$ cat src/rtl/rice_pkg.sv
// Shared widths, FSM state encodings and latched-sample record for the Rice encoder/packer.
package rice_pkg;

  localparam int WORD_W = 32;
  localparam int LEN_W  = 6;

  localparam logic [LEN_W-1:0] FREE_FULL = LEN_W'(WORD_W);

  typedef logic [1:0] rice_fsm_t;

  localparam rice_fsm_t S_IDLE  = 2'd0;
  localparam rice_fsm_t S_UNARY = 2'd1;
  localparam rice_fsm_t S_REM   = 2'd2;
  localparam rice_fsm_t S_FLUSH = 2'd3;

  // Sample fields captured at acceptance; r is already masked to k bits.
  typedef struct packed {
    logic [LEN_W-1:0]  q;
    logic [WORD_W-1:0] r;
    logic [LEN_W-1:0]  k;
  } rice_enc_state_t;

endpackage

$ cat src/rtl/rice_word_appender.sv
// Combinational append of an n-bit chunk into the accumulator, MSB-first,
// producing a completed word when the chunk fills or straddles the free space.
module rice_word_appender
  import rice_pkg::*;
(
  input  logic [WORD_W-1:0] acc,
  input  logic [LEN_W-1:0]  free,
  input  logic [WORD_W-1:0] v,
  input  logic [LEN_W-1:0]  n,
  output logic [WORD_W-1:0] acc_next,
  output logic [LEN_W-1:0]  free_next,
  output logic              word_complete,
  output logic [WORD_W-1:0] word
);

  logic [LEN_W-1:0] spill;

  always_comb begin
    acc_next      = acc;
    free_next     = free;
    word_complete = 1'b0;
    word          = '0;
    spill         = n - free;
    if (n < free) begin
      acc_next  = acc | (v << (free - n));
      free_next = free - n;
    end else if (n == free) begin
      word_complete = 1'b1;
      word          = acc | v;
      acc_next      = '0;
      free_next     = FREE_FULL;
    end else begin
      // spill bits of the chunk start the next word
      word_complete = 1'b1;
      word          = acc | (v >> spill);
      acc_next      = v << (FREE_FULL - spill);
      free_next     = FREE_FULL - spill;
    end
  end

endmodule

$ cat src/rtl/rice_encoder_packer.sv
// Rice encoder: unary quotient + k-bit remainder per sample, packed MSB-first
// into 32-bit words on a valid/ready stream, with flush for the partial word.
//
// state   | meaning
// --------+------------------------------------------------------------
// IDLE    | ready for a sample; flush request starts FLUSH
// UNARY   | append q zeros and the terminating '1'
// REM     | append the k remainder bits
// FLUSH   | emit the zero-padded partial word (if any), pulse flush_done
module rice_encoder_packer
  import rice_pkg::*;
#(
  parameter int DW   = 16,
  parameter int KW   = 4,
  parameter int QMAX = 31
) (
  input  logic          clk,
  input  logic          reset,
  input  logic          in_valid,
  output logic          in_ready,
  input  logic [DW-1:0] in_data,
  input  logic [KW-1:0] in_k,
  input  logic          flush,
  output logic          flush_done,
  output logic          out_valid,
  input  logic          out_ready,
  output logic [31:0]   out_data,
  output logic          out_last,
  output logic          err
);

  rice_fsm_t         state;
  rice_enc_state_t   samp;
  logic [WORD_W-1:0] acc;
  logic [LEN_W-1:0]  free;

  logic [DW-1:0]     q_full;
  logic [DW-1:0]     r_full;
  logic              q_over;
  logic              slot_free;

  logic [WORD_W-1:0] app_v;
  logic [LEN_W-1:0]  app_n;
  logic [WORD_W-1:0] app_acc;
  logic [LEN_W-1:0]  app_free;
  logic              app_complete;
  logic [WORD_W-1:0] app_word;

  assign in_ready  = (state == S_IDLE);
  assign q_full    = in_data >> in_k;
  assign r_full    = in_data & ~({DW{1'b1}} << in_k);
  assign q_over    = (q_full > DW'(QMAX));
  assign slot_free = !out_valid || out_ready;

  assign app_n = (state == S_UNARY) ? samp.q + LEN_W'(1) : samp.k;
  assign app_v = (state == S_UNARY) ? WORD_W'(1) : samp.r;

  rice_word_appender u_appender (
    .acc           (acc),
    .free          (free),
    .v             (app_v),
    .n             (app_n),
    .acc_next      (app_acc),
    .free_next     (app_free),
    .word_complete (app_complete),
    .word          (app_word)
  );

  always_ff @(posedge clk or posedge reset) begin
    if (reset) begin
      state      <= S_IDLE;
      samp       <= '0;
      acc        <= '0;
      free       <= FREE_FULL;
      out_valid  <= 1'b0;
      out_data   <= '0;
      out_last   <= 1'b0;
      err        <= 1'b0;
      flush_done <= 1'b0;
    end else begin
      err        <= 1'b0;
      flush_done <= 1'b0;
      if (out_valid && out_ready) begin
        out_valid <= 1'b0;
      end
      case (state)
        S_IDLE: begin
          if (in_valid) begin
            samp.q <= q_full[LEN_W-1:0];
            samp.r <= WORD_W'(r_full);
            samp.k <= LEN_W'(in_k);
            if (q_over) begin
              err <= 1'b1;
            end else begin
              state <= S_UNARY;
            end
          end else if (flush && !flush_done) begin
            // flush_done high means this level request was just serviced
            state <= S_FLUSH;
          end
        end
        S_UNARY, S_REM: begin
          if (!app_complete || slot_free) begin
            acc  <= app_acc;
            free <= app_free;
            if (app_complete) begin
              out_data  <= app_word;
              out_valid <= 1'b1;
              out_last  <= 1'b0;
            end
            state <= (state == S_UNARY && samp.k != '0) ? S_REM : S_IDLE;
          end
        end
        S_FLUSH: begin
          if (free == FREE_FULL) begin
            flush_done <= 1'b1;
            state      <= S_IDLE;
          end else if (slot_free) begin
            out_data   <= acc;
            out_valid  <= 1'b1;
            out_last   <= 1'b1;
            acc        <= '0;
            free       <= FREE_FULL;
            flush_done <= 1'b1;
            state      <= S_IDLE;
          end
        end
        default: state <= S_IDLE;
      endcase
    end
  end

endmodule

$ cat config.mk
export PLATFORM = sky130hd
export DESIGN_NAME = rice_encoder_packer
export DESIGN_NICKNAME = d
export VERILOG_FILES = /design/src/rtl/rice_pkg.sv /design/src/rtl/rice_word_appender.sv /design/src/rtl/rice_encoder_packer.sv
export SDC_FILE = /design/constraint.sdc
export NUM_CORES = 1
export LEC_CHECK = 0
export CAP_MARGIN = 20
export CORE_MARGIN = 2
export CORE_UTILIZATION = 32
export CTS_BUF_LIST = sky130_fd_sc_hd__clkbuf_16
export DETAILED_ROUTE_END_ITERATION = 8
export DONT_BUFFER_PORTS = 1
export SETUP_SLACK_MARGIN = 0.15
export SKIP_LAST_GASP = 1
export SLEW_MARGIN = 20
export SYNTH_ARGS = -nofsm -noshare
export SYNTH_HDL_FRONTEND = slang
export SYNTH_SLANG_ARGS = --single-unit
$ cat constraint.sdc
create_clock -name clk -period 16 [get_ports clk]
set_clock_uncertainty 0.15 [all_clocks]
set_input_delay 4.8 -clock clk [delete_from_list [all_inputs] [get_ports clk]]
set_output_delay 4.8 -clock clk [all_outputs]
set_load 0.03 [all_outputs]
==> run summary, run 1 <==
status: completed
total track usage: 0.2103
# DRC: 0
Resized Gates After CTS: 0
total wire length: 28.25 mm
sequential fraction of the synthesis area: 0.3056
full die area: 27,160 um2
#FFs+latches synth: 101
worst path required time: 16.10 ns
final instance area: 8865 um2
cell area after placement: 8517 um2
TritonCTS clock tree: built
largest net degree at the start of global routing: 77
WL/cell: 21.68 um
Syn. warnings: 0
most common cell in the netlist: nand2_1
via count: 7,759
Fin Setup TNS: 0 ns
share of the synthesized area in the top cell type: 0.3024
Synth-to-Final Area Change: 7.137%
initial antenna violation count: 0
RSZ-0062 raised after global routing: false
critical-path cell list: mux2_2 > o21ai_0 > and4b_1 > o211ai_1 > and3_1 > a2111oi_2 > mux2_2
crit path kind: input pin to register
CP arrival: 6.84 ns
share of post-route cells with drive strength above 1: 0.1028
most frequent CP cell: mux2_2
Syn Std Cell Area: 8274 um2
Final Max Slew Viols: 0
largest area contributor in the netlist: dfrtp_1
# setup viols final: 0
deepest clock path buffer count: 2
FP Rows: 58
Synth cell types: 72
Avg Synthesized Cell Area: 8.128 um2
crit-path max FO: 27
clk sinks: 101
nets: 1,012
DRT iter0 DRCs: 958
Synth area leaders: dfrtp_1 30%, a21oi_1 6.9%, nand2_1 6.2%, mux2i_1 5.9%, mux2_2 4.8%
First-pass DRT Iterations: 7
Core Region: 25,250 um2
vias in the first global route: 7,102
clk_lat worst skew: 0.37 ns
Synth Instances: 1,018
Post-DRT Antenna Nets: 0
post-cts hold buffer count: 0
Worst slew margin: 0.2748
ys async rst share: 1.000
Top Ports: 62
clock slew at reported path FFs: 0.07 ns
Post-synth EDFFs: 0
Fin. Hold Viols: 0
n_diodes: 0
total CTS buffers: 9
worst min path class: register to register
Die Width: 164.8 um
first-pass GRT wire length: 43.20 mm
GPL Wtd Cong: 0.9347
total overflow reported by the global router: 0
DR vias/cell: 5.955
Worst path slowest cell: a2111oi_2
DIE HEIGHT: 164.8 um
CP Capture Type: register
crit path time final: 6.739 ns
CP max stage delay: 0.42 ns
worst slew pin tran: 1.088 ns
Synth Net Count: 1,061
startpoint types: input pin
number of fill cells: 2,656
starting density of the core: 0.3276
Post-CTS Setup Bufs: 0
DPL Wire Length: 21.06 mm
Max Cap Viol: 0
Clock Root Buffer: clkbuf_16
period utilization: 0.4212
Post-synth top flop: dfrtp_1
synth cell count leaders: 136 x nand2_1, 114 x a21oi_1, 100 x dfrtp_1
port bufs: 0
H-tree depth: 3
Fmax: 0.1484 GHz
[logic make-up (layout without fill, tap and decap cells)]
group / Yosys count / count (layout) / share of synthesized area
adder cells (fa/ha/maj): 18 / 18 / 0.02903
XOR/XNOR: 24 / 24 / 0.03024
multiplexers: 98 / 98 / 0.1450
flip-flops: 101 / 101 / 0.3056
AND/OR/NAND/NOR: 375 / 375 / 0.2144
AO/OA/AOI/OAI: 299 / 299 / 0.2268
buffers and inverters: 103 / 58 / 0.04884
[stage by stage]
stage	utilization	setup slack, ns	hold WS [ns]	instances
floorplan	-	8.405	0.2992	1018
global placement	0.3372	8.960	0.3269	1287
detailed placement	0.3372	8.902	0.3300	1287
CTS	0.3499	9.292	0.3504	1302
global route	0.3510	9.150	0.3711	1303
finish	0.3510	9.261	0.3422	1303
[metal layers]
layer / vias up / track usage / wire length (um)
met5: - / 0 / 0
met4: 0 / 0.07510 / 916
met3: 58 / 0.04420 / 2595
met2: 385 / 0.3043 / 11940
met1: 3692 / 0.3072 / 12800
li1: 3624 / - / -
[critical path, delay by kind of cell]
kind            cells  cell delay [ns]
compound gates      3             0.84
simple gates        2             0.50
mux                 2             0.70
[state kept, by name, indices dropped and copies added (netlist names)]
signal	flops
flush_done	1
state	2
out_data	32
out_last	1
samp	25
out_valid	1
err	1
free	6
acc	32
[worst paths after layout]
path,startpoint,end,slack [ns],cells after the start
hold reg to reg,acc[30],acc[30],0.34,2
max in group asynchronous,reset,acc[29],10.34,2
setup / recovery,in_k[1],state[0],9.26,7
setup reg to reg,state[1],acc[31],10.04,14
min in group asynchronous,reset,out_valid,4.16,1
hold / removal,acc[30],acc[30],0.34,2
[cells in the final DEF, fill, tap and decap left out, types with 15 or more instances in the layout]
cell,synthesis,layout
nand2_1,136,136
nor2_1,87,86
ha_1,16,15
o21ai_0,65,65
nand3_1,26,26
nor3_1,32,32
nand2b_1,30,30
xnor2_1,17,15
mux2i_1,49,49
dfrtp_1,100,100
mux2_2,35,35
inv_1,27,26
a221o_1,15,15
a21oi_1,114,114
[area by class of cell]
type / count / area [um2] / share of cell area
clock buffer: 9 / 225.2 / 0.02541
tap: 330 / 412.9 / 0.04658
inverter: 29 / 111.4 / 0.01256
timing repair buffer: 14 / 117.6 / 0.01327
clock inverter: 6 / 95.09 / 0.01073
multi-input combinational: 814 / 5374 / 0.6062
sequential: 101 / 2529 / 0.2853
Power of run 1 is left out: the tool's default activity adds up to more than one toggle a clock period on the data nets, which glitch-free logic cannot reach.
==> inputs of run 2 (changes only) <==
- clock period: 16 -> 6.79 ns (I/O delays scaled with it)
==> run summary, run 2 (synthesis results as in run 1) <==
fin util: 0.3527 (+0.001635)
status: completed
via count: 7,729 (-0.39%)
# DRC: 0 (unchanged)
Fin Setup TNS: 0 ns (unchanged)
commonest non-fill, non-tap cell in the layout: nand2_1
R2R setup slack: 1.71 ns (-8.33 ns)
Fmax: 0.1967 GHz
clk_lat worst skew: 0.37 ns (about the same)
fin cells: 1,309 (+0.46%)
DRT iter0 DRCs: 1,116 (+16%)
# setup viols final: 0 (unchanged)
Resized Gates After CTS: 0 (unchanged)
register area: 2529 um2 (unchanged)
period utilization: 0.7486
WL/cell: 21.84 um (+0.72%)
post-cts hold buffer count: 0 (unchanged)
worst slew pin tran: 1.047 ns (-0.04124 ns)
share of post-route cells with drive strength above 1: 0.1093 (+0.006520)
total overflow reported by the global router: 0 (unchanged)
total CTS buffers: 9 (unchanged)
First-pass DRT Iterations: 5 (-2)
nets: 1,017 (+0.49%)
Multi-input gate area: 5381 um2 (+0.14%)
Final Max Slew Viols: 0 (unchanged)
n_diodes: 0 (unchanged)
number of fill cells: 2,662 (+0.23%)
port bufs: 0 (unchanged)
Max Cap Viol: 0 (unchanged)
clock slew at reported path FFs: 0.08 ns (about the same)
clk sinks: 101 (unchanged)
starting density of the core: 0.3276 (unchanged)
worst r2r path cells: 13 (-1)
CP arrival: 5.23 ns (-1.61 ns)
deepest clock path buffer count: 2 (unchanged)
Post-CTS Setup Bufs: 0 (unchanged)
Worst slew margin: 0.2973 (+0.02248)
CP Capture Type: register
Core Region: 25,250 um2 (unchanged)
GPL Wtd Cong: 0.9538 (+2.0%)
H-tree depth: 3 (unchanged)
worst min path class: register to register
largest net degree at the start of global routing: 75 (-2.6%)
Worst setup startpoint: state[1]
TritonCTS clock tree: built
crit path time final: 5.083 ns
FP Rows: 58 (unchanged)
full die area: 27,160 um2 (unchanged)
crit path kind: register to register
commonest non-fill, non-tap cells in the layout: 136 x nand2_1, 114 x a21oi_1, 100 x dfrtp_1
worst path required time: 6.93 ns (-9.17 ns)
Clock Root Buffer: clkbuf_16
Synth-to-Final Area Change: 7.636%
Setup crit end: acc[17]
Die Width: 164.8 um (unchanged)
DIE HEIGHT: 164.8 um (unchanged)
RR Endpoint: acc[17]
DPL Wire Length: 21.49 mm (+2.0%)
startpoint types: register
vias in the first global route: 7,258 (+2.2%)
initial antenna violation count: 0 (unchanged)
largest registers: acc (32), out_data (32), samp (25)
total track usage: 0.2152 (+0.004914)
RR Startpoint: state[1]
RSZ-0062 raised after global routing: false
Top Ports: 62 (unchanged)
Post-DRT Antenna Nets: 0 (unchanged)
total wire length: 28.59 mm (+1.2%)
Cells after DPL: 1,293 (+0.47%)
Fin. Hold Viols: 0 (unchanged)
first-pass GRT wire length: 44.35 mm (+2.7%)
crit-path max FO: 74 (+170%)
DR vias/cell: 5.905 (-0.84%)
==> run 2: worst min path at each step <==
| stage | startpoint | endpoint | cells after the start |
|---|---|---|---|
| 2_1_floorplan | acc[3] | acc[3] | 2 |
| 3_3_place_gp | acc[0] | acc[0] | 2 |
| 3_5_place_dp | acc[0] | acc[0] | 2 |
| 4_1_cts | acc[0] | acc[0] | 2 |
| 5_1_grt | acc[31] | out_data[31] | 1 |
| 6_report | acc[0] | acc[0] | 2 |
==> run 2: metrics by stage <==
stage | setup slack [ns] | area (um2) | hold slack [ns]
finish | 1.707 | 8906 | 0.3490
global route | 1.408 | 8906 | 0.3676
CTS | 1.835 | 8891 | 0.3500
detailed placement | 1.816 | 8562 | 0.3249
global placement | 1.576 | 8559 | 0.3310
floorplan | 1.421 | 8274 | 0.2992
==> run 2: worst max-delay path: stages, from the launching register on <==
cell	delay (ns)
dfrtp_1	0.38
inv_1	0.10
ha_2	0.21
buf_4	0.57
a21oi_1	0.21
ha_1	0.78
or2_2	0.22
o31a_1	0.20
xor2_1	0.47
nor3_2	0.08
xnor2_1	0.22
or4_1	0.71
or4_1	0.60
o211ai_1	0.09
==> run 2: metal layers <==
| metal | GRT usage | share of wire |
|---|---|---|
| met3 | 0.04646 | 0.078 |
| met4 | 0.06719 | 0.025 |
| met1 | 0.3159 | 0.47 |
| met5 | 0 | 0 |
| met2 | 0.3129 | 0.43 |
==> run 2: layout make-up <==
| cell class | instances | share of cell area |
|---|---|---|
| Inverter | 29 | 0.01250 |
| Tap cell | 330 | 0.04636 |
| Sequential cell | 101 | 0.2839 |
| Timing Repair Buffer | 19 | 0.01602 |
| Clock inverter | 7 | 0.01166 |
| Clock buffer | 9 | 0.02529 |
| Multi-Input combinational cell | 814 | 0.6042 |
Power of run 2 is left out for the same reason.
